<file path="src/rtl/vernier_ps_averager_if.sv">
// Tap-code stream in, averaged picosecond result out.
interface vernier_ps_averager_if #(
   parameter int unsigned CODE_W = 7,
   parameter int unsigned OUT_W  = 16
);
   logic              clear;
   logic              code_valid;
   logic [CODE_W-1:0] code;
   logic              code_ovf;
   logic              avg_valid;
   logic [OUT_W-1:0]  avg_ps;
   logic              avg_sat;
   logic [15:0]       rej_cnt;
   logic              busy;

   modport master (
      output clear, code_valid, code, code_ovf,
      input  avg_valid, avg_ps, avg_sat, rej_cnt, busy
   );

   modport slave (
      input  clear, code_valid, code, code_ovf,
      output avg_valid, avg_ps, avg_sat, rej_cnt, busy
   );
endinterface

</file>
<file path="src/rtl/vernier_ps_averager.sv">
// Vernier TDC post-processor: range-check each tap code, scale it to
// picoseconds, and average 2^LOG2_N accepted samples with round-half-up
// and saturation to OUT_W bits.
module vernier_ps_averager #(
   parameter int unsigned CODE_W   = 7,
   parameter int unsigned STEP_PS  = 11,
   parameter int unsigned CODE_MIN = 2,
   parameter int unsigned CODE_MAX = 120,
   parameter int unsigned LOG2_N   = 4,
   parameter int unsigned OUT_W    = 16
) (
   input logic                  clk,
   input logic                  rst_n,
   vernier_ps_averager_if.slave bus
);

   localparam int unsigned PS_W   = CODE_W + 8;
   localparam int unsigned ACC_W  = PS_W + LOG2_N;
   localparam int unsigned RND_W  = ACC_W + 1;
   localparam int unsigned AVG_W  = PS_W + 1;
   localparam int unsigned CNT_W  = LOG2_N;

   localparam logic [CODE_W-1:0] CMIN     = CODE_W'(CODE_MIN);
   localparam logic [CODE_W-1:0] CMAX     = CODE_W'(CODE_MAX);
   localparam logic [PS_W-1:0]   STEP     = PS_W'(STEP_PS);
   localparam logic [RND_W-1:0]  RND_HALF = RND_W'(1) << (LOG2_N - 1);
   localparam logic [CNT_W-1:0]  CNT_LAST = '1;

   typedef enum logic {
      S_IDLE,
      S_ACC
   } state_t;

   state_t            state;
   logic              acc_en;
   logic [PS_W-1:0]   code_ps;
   logic              s1_valid;
   logic [PS_W-1:0]   s1_ps;
   logic [15:0]       rej_q;
   logic [ACC_W-1:0]  acc;
   logic [CNT_W-1:0]  cnt;
   logic [ACC_W-1:0]  sum;
   logic [RND_W-1:0]  rnd;
   logic [AVG_W-1:0]  avg;
   logic              sat;
   logic              avg_valid_q;
   logic [OUT_W-1:0]  avg_ps_q;
   logic              avg_sat_q;

   assign acc_en  = !bus.code_ovf && (bus.code >= CMIN) && (bus.code <= CMAX);
   assign code_ps = PS_W'(bus.code) * STEP;

   // Stage 1: register accepted samples, count rejected ones.
   always_ff @(posedge clk or negedge rst_n) begin
      if (!rst_n) begin
         s1_valid <= 1'b0;
         s1_ps    <= '0;
         rej_q    <= '0;
      end else if (bus.clear) begin
         s1_valid <= 1'b0;
         rej_q    <= '0;
      end else begin
         s1_valid <= bus.code_valid && acc_en;
         if (bus.code_valid && acc_en)
            s1_ps <= code_ps;
         if (bus.code_valid && !acc_en && (rej_q != '1))
            rej_q <= rej_q + 16'd1;
      end
   end

   // Batch sum with the incoming stage-1 sample, rounded half up.
   always_comb begin
      sum = acc + ACC_W'(s1_ps);
      rnd = {1'b0, sum} + RND_HALF;
      avg = rnd[RND_W-1:LOG2_N];
   end

   if (OUT_W < AVG_W) begin : g_sat
      assign sat = |avg[AVG_W-1:OUT_W];
   end else begin : g_nosat
      assign sat = 1'b0;
   end

   // Stage 2: accumulation FSM with registered average outputs.
   always_ff @(posedge clk or negedge rst_n) begin
      if (!rst_n) begin
         state       <= S_IDLE;
         acc         <= '0;
         cnt         <= '0;
         avg_valid_q <= 1'b0;
         avg_ps_q    <= '0;
         avg_sat_q   <= 1'b0;
      end else if (bus.clear) begin
         state       <= S_IDLE;
         acc         <= '0;
         cnt         <= '0;
         avg_valid_q <= 1'b0;
      end else begin
         avg_valid_q <= 1'b0;
         if (s1_valid) begin
            case (state)
               S_IDLE: begin
                  acc   <= ACC_W'(s1_ps);
                  cnt   <= CNT_W'(1);
                  state <= S_ACC;
               end
               S_ACC: begin
                  if (cnt == CNT_LAST) begin
                     avg_valid_q <= 1'b1;
                     avg_ps_q    <= sat ? '1 : OUT_W'(avg);
                     avg_sat_q   <= sat;
                     acc         <= '0;
                     cnt         <= '0;
                     state       <= S_IDLE;
                  end else begin
                     acc <= sum;
                     cnt <= cnt + CNT_W'(1);
                  end
               end
               default: state <= S_IDLE;
            endcase
         end
      end
   end

   assign bus.avg_valid = avg_valid_q;
   assign bus.avg_ps    = avg_ps_q;
   assign bus.avg_sat   = avg_sat_q;
   assign bus.rej_cnt   = rej_q;
   assign bus.busy      = (cnt != '0) || s1_valid;

endmodule

</file>
<file path="src/flat_wrapper.sv">
// flat-port wrapper written by rule: the top's interface ports become plain ports
module vernier_ps_averager_flat 
#(
   parameter int unsigned CODE_W   = 7,
   parameter int unsigned STEP_PS  = 11,
   parameter int unsigned CODE_MIN = 2,
   parameter int unsigned CODE_MAX = 120,
   parameter int unsigned LOG2_N   = 4,
   parameter int unsigned OUT_W    = 16
)
  (clk, rst_n, bus_clear, bus_code_valid, bus_code, bus_code_ovf, bus_avg_valid, bus_avg_ps, bus_avg_sat, bus_rej_cnt, bus_busy);
  vernier_ps_averager_if #(.CODE_W(CODE_W), .OUT_W(OUT_W)) bus_i ();
  input logic clk;
  input logic rst_n;
  input wire logic [$bits(bus_i.clear)-1:0] bus_clear;
  input wire logic [$bits(bus_i.code_valid)-1:0] bus_code_valid;
  input wire logic [$bits(bus_i.code)-1:0] bus_code;
  input wire logic [$bits(bus_i.code_ovf)-1:0] bus_code_ovf;
  output wire logic [$bits(bus_i.avg_valid)-1:0] bus_avg_valid;
  output wire logic [$bits(bus_i.avg_ps)-1:0] bus_avg_ps;
  output wire logic [$bits(bus_i.avg_sat)-1:0] bus_avg_sat;
  output wire logic [$bits(bus_i.rej_cnt)-1:0] bus_rej_cnt;
  output wire logic [$bits(bus_i.busy)-1:0] bus_busy;
  assign bus_i.clear = bus_clear;
  assign bus_i.code_valid = bus_code_valid;
  assign bus_i.code = bus_code;
  assign bus_i.code_ovf = bus_code_ovf;
  assign bus_avg_valid = bus_i.avg_valid;
  assign bus_avg_ps = bus_i.avg_ps;
  assign bus_avg_sat = bus_i.avg_sat;
  assign bus_rej_cnt = bus_i.rej_cnt;
  assign bus_busy = bus_i.busy;
  vernier_ps_averager #(.CODE_W(CODE_W), .STEP_PS(STEP_PS), .CODE_MIN(CODE_MIN), .CODE_MAX(CODE_MAX), .LOG2_N(LOG2_N), .OUT_W(OUT_W)) u_core (.clk(clk), .rst_n(rst_n), .bus(bus_i));
endmodule
</file>
<file path="config.mk">
export PLATFORM = sky130hd
export DESIGN_NAME = vernier_ps_averager_flat
export DESIGN_NICKNAME = d
export VERILOG_FILES = /design/src/rtl/vernier_ps_averager_if.sv /design/src/rtl/vernier_ps_averager.sv /design/src/flat_wrapper.sv
export SDC_FILE = /design/constraint.sdc
export NUM_CORES = 1
export LEC_CHECK = 0
export CAP_MARGIN = 40
export CORE_MARGIN = 3
export CORE_UTILIZATION = 55
export CTS_BUF_LIST = sky130_fd_sc_hd__clkbuf_4 sky130_fd_sc_hd__clkbuf_8
export CTS_CLUSTER_SIZE = 20
export DETAILED_ROUTE_END_ITERATION = 8
export PLACE_DENSITY = 0.86
export SYNTH_ARGS = -nofsm -noshare
export SYNTH_HDL_FRONTEND = slang
export SYNTH_SLANG_ARGS = --single-unit
</file>
<file path="constraint.sdc">
create_clock -name clk -period 5.4 [get_ports clk]
set_input_delay 0.54 -clock clk [delete_from_list [all_inputs] [get_ports clk]]
set_output_delay 0.54 -clock clk [all_outputs]
set_load 0.005 [all_outputs]
</file>
==> metrics.md <==
| Metric | Value |
|---|---|
| Run status | `completed` |
| Total core area | `between 0.007 and 0.008 mm^2` |
| # fillers | `628` |
| Max VDD drop | `around 0.13 mV` |
| Sum Neg Setup Slack | `0 ns` |
| FP Rows | `32` |
| CP bufs+invs | `0` |
| Critical Path End | `u_core.bus.avg_ps[11]$_DFFE_PN0P_` |
| DR vias | `~3800` |
| Detail Route Antenna Nets | `0` |
| Largest net degree at the start of global routing | `36` |
| Dominant cell type by area after synthesis | `dfrtp_1` |
| Final WL | `between 9 and 10 mm` |
| Logic pwr share | `26.4%` |
| WL per Instance | `15.1 um` |
| Top_reg_cell synth | `dfrtp_1` |
| #FFs+latches synth | `69` |
| Initial Utilization | `approximately 58%` |
| Multi-input gate area | `0.00263 mm^2` |
| F_max | `between 200 and 300 MHz` |
| Post-CTS Resized | `0` |
| CP max FO | `4` |
| Clock power frac | `about 34%` |
| Worst setup startpoint | `u_core.acc[0]$_DFFE_PN0P_` |
| Clock transition at path regs | `~0.070 ns` |
| Critical-path cell list | `ha_1 -> fa_1 -> a21o_2 -> a221oi_1 -> o221ai_1 -> xor2_1 -> nand2_1 -> or3_4 -> or4_1 -> nand3_1` |
| Final Setup Violations | `0` |
| IO Pins | `47` |
| Worst Path Required | `approximately 5.7 ns` |
| NetSw | `approximately 0.48 mW` |
| Post-synth net total | `~570` |
| Clk_skew | `~0.018 ns` |
| Slew Viols, Final | `0` |
| Synth warn | `0` |
| Layout area overhead | `16.7%` |
| Synth Area in XOR/XNOR | `under 10%` |
| Final Util | `~68%` |
| Setup crit end kind | `register` |
| Crit. path cell count | `10` |
| WS Path Type | `reg -> reg` |
| Top-area cell type share of the netlist area | `37.4%` |
| Die Span Y | `97.6 um` |
| Mux share of post-synthesis cell area | `less than 1%` |
| R2R depth | `10` |
| Synth Area in Compound Gates | `roughly 17%` |
| First-pass GRT wire length | `roughly 17 mm` |
| Max-cap viol count | `0` |
| Most repeated cell in the gate-level netlist after synthesis | `dfrtp_1` |
| Finished Cell Area | `roughly 0.0054 mm^2` |
| Number of synthesized flops with an enable pin | `0` |
| Reg area | `~0.0017 mm^2` |
| CTS tree | `built` |
| Largest family of logic cells by synthesized area | `simple AND/OR/NAND/NOR gates` |
| Drt first pass iters | `6` |
| Die extent in x | `a little under 100 um` |
| Critical Path Slowest Stage Cell | `or4_1` |
| Pint | `0.969 mW` |
| Worst R2R End | `u_core.bus.avg_ps[11]$_DFFE_PN0P_` |
| Setup repair bufs after CTS | `0` |
| Post-synthesis cell count | `512` |
| Worst path max stage delay | `about 0.47 ns` |
| Async set-reset flop share out of synthesis | `100%` |
| Final period util | `approximately 64%` |
| Sequential Power Share | `approximately two fifths` |
| DIE AREA | `about 0.0095 mm^2` |
| Most frequent cells after synthesis | `69 x dfrtp_1, 62 x nand2_1, 42 x inv_1, 40 x nor2_1, 36 x ha_1` |
| Rel. slew slack | `between 40% and 50%` |
| Sw frac | `between 30% and 40%` |
| Mapped cell area | `0.00461 mm^2` |
| Mean Syn Cell Area | `approximately 9.0 um^2` |
| PortBufs | `45` |
| GRT overflow | `0` |
| Total CTS buffers | `9` |
| Post-Synth Adder-Cell Area | `between 10% and 20%` |
| Placer Congestion | `~0.98` |
| Total track usage | `21.5%` |
| Residual DRC | `0` |
| CTS Root Cell | `clkbuf_8` |
| Total clock sinks | `69` |
| Share of cells above drive strength 1 | `6.27%` |
| Netlist cell types | `64` |
| Worst R2R Setup Slack | `around 1.9 ns` |
| CTS Buffer Depth | `2` |
| CTS H-tree lvls | `3` |
| Pwr dens | `269 mW/mm^2` |
| Final Critical Period | `roughly 3.5 ns` |
| Drt via density | `about 5.8` |
| CP delay by family, top | `simple AND/OR/NAND/NOR gates` |
| DRT iter0 DRCs | `308` |
| Simple-Gate Fraction of Synth Area | `between 10% and 20%` |
| Sequential area share after synthesis | `37.4%` |
| Leak | `between 2 and 2.5 nW` |
| ANT cells | `0` |
| Critical path launch point type | `register` |
| Slew of the pin with the lowest slew margin | `approximately 0.86 ns` |
| Placed cell areas | `0.00515 mm^2` |
| Vias in the first global route | `between 3000 and 4000` |
| Detailed Place HPWL | `7.37 mm` |
| Nets | `606` |
| Clk_lat worst skew | `between 0.3 and 0.4 ns` |
| RSZ-0062 raised after global routing | `no` |
| Crit path DAT | `~3.8 ns` |
| Antenna violations before repair | `0` |
| RR Startpoint | `u_core.acc[0]$_DFFE_PN0P_` |
| Top area cells in the synthesized netlist | `dfrtp_1 37%, ha_1 9.8%, nand2_1 5.0%` |
| Final Hold Fails | `0` |
| # hold bufs at CTS | `0` |
| Worst min path class | `in -> async` |
-- cell families (layout without fill, tap and decap cells) --
logic type,Yosys count,in the layout
and+or+nand+nor,177,177
AOI/OAI and AO/OA,112,112
DFF,69,69
buffers and inverters,63,109
xor gates and xnor gates,47,47
adders and majority gates,41,41
muxes,2,2
other,1,1
-- placed cells by master (no fill, tap or decap), types with 4 or more instances in the layout --
| cell type | count |
|---|---|
| nor4_1 | 4 |
| clkbuf_8 | 10 |
| o21ai_0 | 35 |
| xnor2_1 | 23 |
| nand2_1 | 62 |
| buf_4 | 5 |
| fa_1 | 5 |
| o21bai_1 | 4 |
| o211ai_1 | 4 |
| a21o_1 | 5 |
| xor2_1 | 23 |
| nor3_1 | 13 |
| clkdlybuf4s50_1 | 44 |
| nand4_1 | 10 |
| inv_1 | 42 |
| a21oi_1 | 21 |
| a222oi_1 | 10 |
| nor2_1 | 40 |
| and3_1 | 6 |
| o31ai_1 | 5 |
| dfrtp_1 | 69 |
| nand3_1 | 17 |
| ha_1 | 36 |
-- layer usage --
layer / wire length, um / part of all wire (%) / GRT usage, %
met1: 4280 / 43 / 26.6
met2: 5080 / 51 / 36.8
met3: 481 / 4.8 / 4.67
met4: 110 / 1.1 / 7.77
met5: 0 / 0 / 0
-- power by group through the flow --
stage          logic, mW  clock network [mW]  registers [mW]
2_1_floorplan      0.287                   0           0.576
3_3_place_gp       0.363                   0           0.583
3_5_place_dp       0.376                   0           0.586
4_1_cts            0.381               0.491           0.576
5_1_grt            0.426               0.515           0.581
6_report           0.381               0.489           0.577
-- registers in the layout, summed over array words and instances (netlist names) --
register / cells
u_core.cnt: 4
u_core.bus.rej_cnt: 16
u_core.state: 1
u_core.s1_ps: 11
u_core.s1_valid: 1
u_core.bus.avg_ps: 16
u_core.acc: 19
u_core.bus.avg_valid: 1
-- area by class of cell --
cell class / instances / area share (%)
Clock buffer: 10 / 2.56
Clock inverter: 6 / 1.74
Inverter: 42 / 2.93
Multi-Input combinational cell: 380 / 49.0
Sequential cell: 69 / 32.1
Tap cell: 102 / 2.37
Timing Repair Buffer: 51 / 9.35
-- metrics by stage --
step | setup WS, ns | instances | hold slack [ns] | total power [mW]
after floorplan | 2.28 | 512 | 0.244 | 0.864
after global placement | 2.04 | 642 | 0.460 | 0.946
after detailed placement | 1.94 | 644 | 0.468 | 0.961
after CTS | 1.90 | 660 | 0.229 | 1.45
after global routing | 1.70 | 660 | 0.243 | 1.52
final | 1.92 | 660 | 0.211 | 1.45
-- worst min-delay path by stage --
stage	slack [ns]	startpoint	to
floorplan	0.24	rst_n	u_core.acc[0]$_DFFE_PN0P_
global placement	0.46	u_core.bus.avg_ps[0]$_DFFE_PN0P_	u_core.bus.avg_ps[0]$_DFFE_PN0P_
detailed placement	0.47	u_core.bus.avg_ps[0]$_DFFE_PN0P_	u_core.bus.avg_ps[0]$_DFFE_PN0P_
CTS	0.23	rst_n	u_core.s1_valid$_DFF_PN0_
global route	0.24	rst_n	u_core.s1_valid$_DFF_PN0_
finish	0.21	rst_n	u_core.bus.avg_ps[4]$_DFFE_PN0P_
No activity file was read; power rests on OpenSTA's default activity.
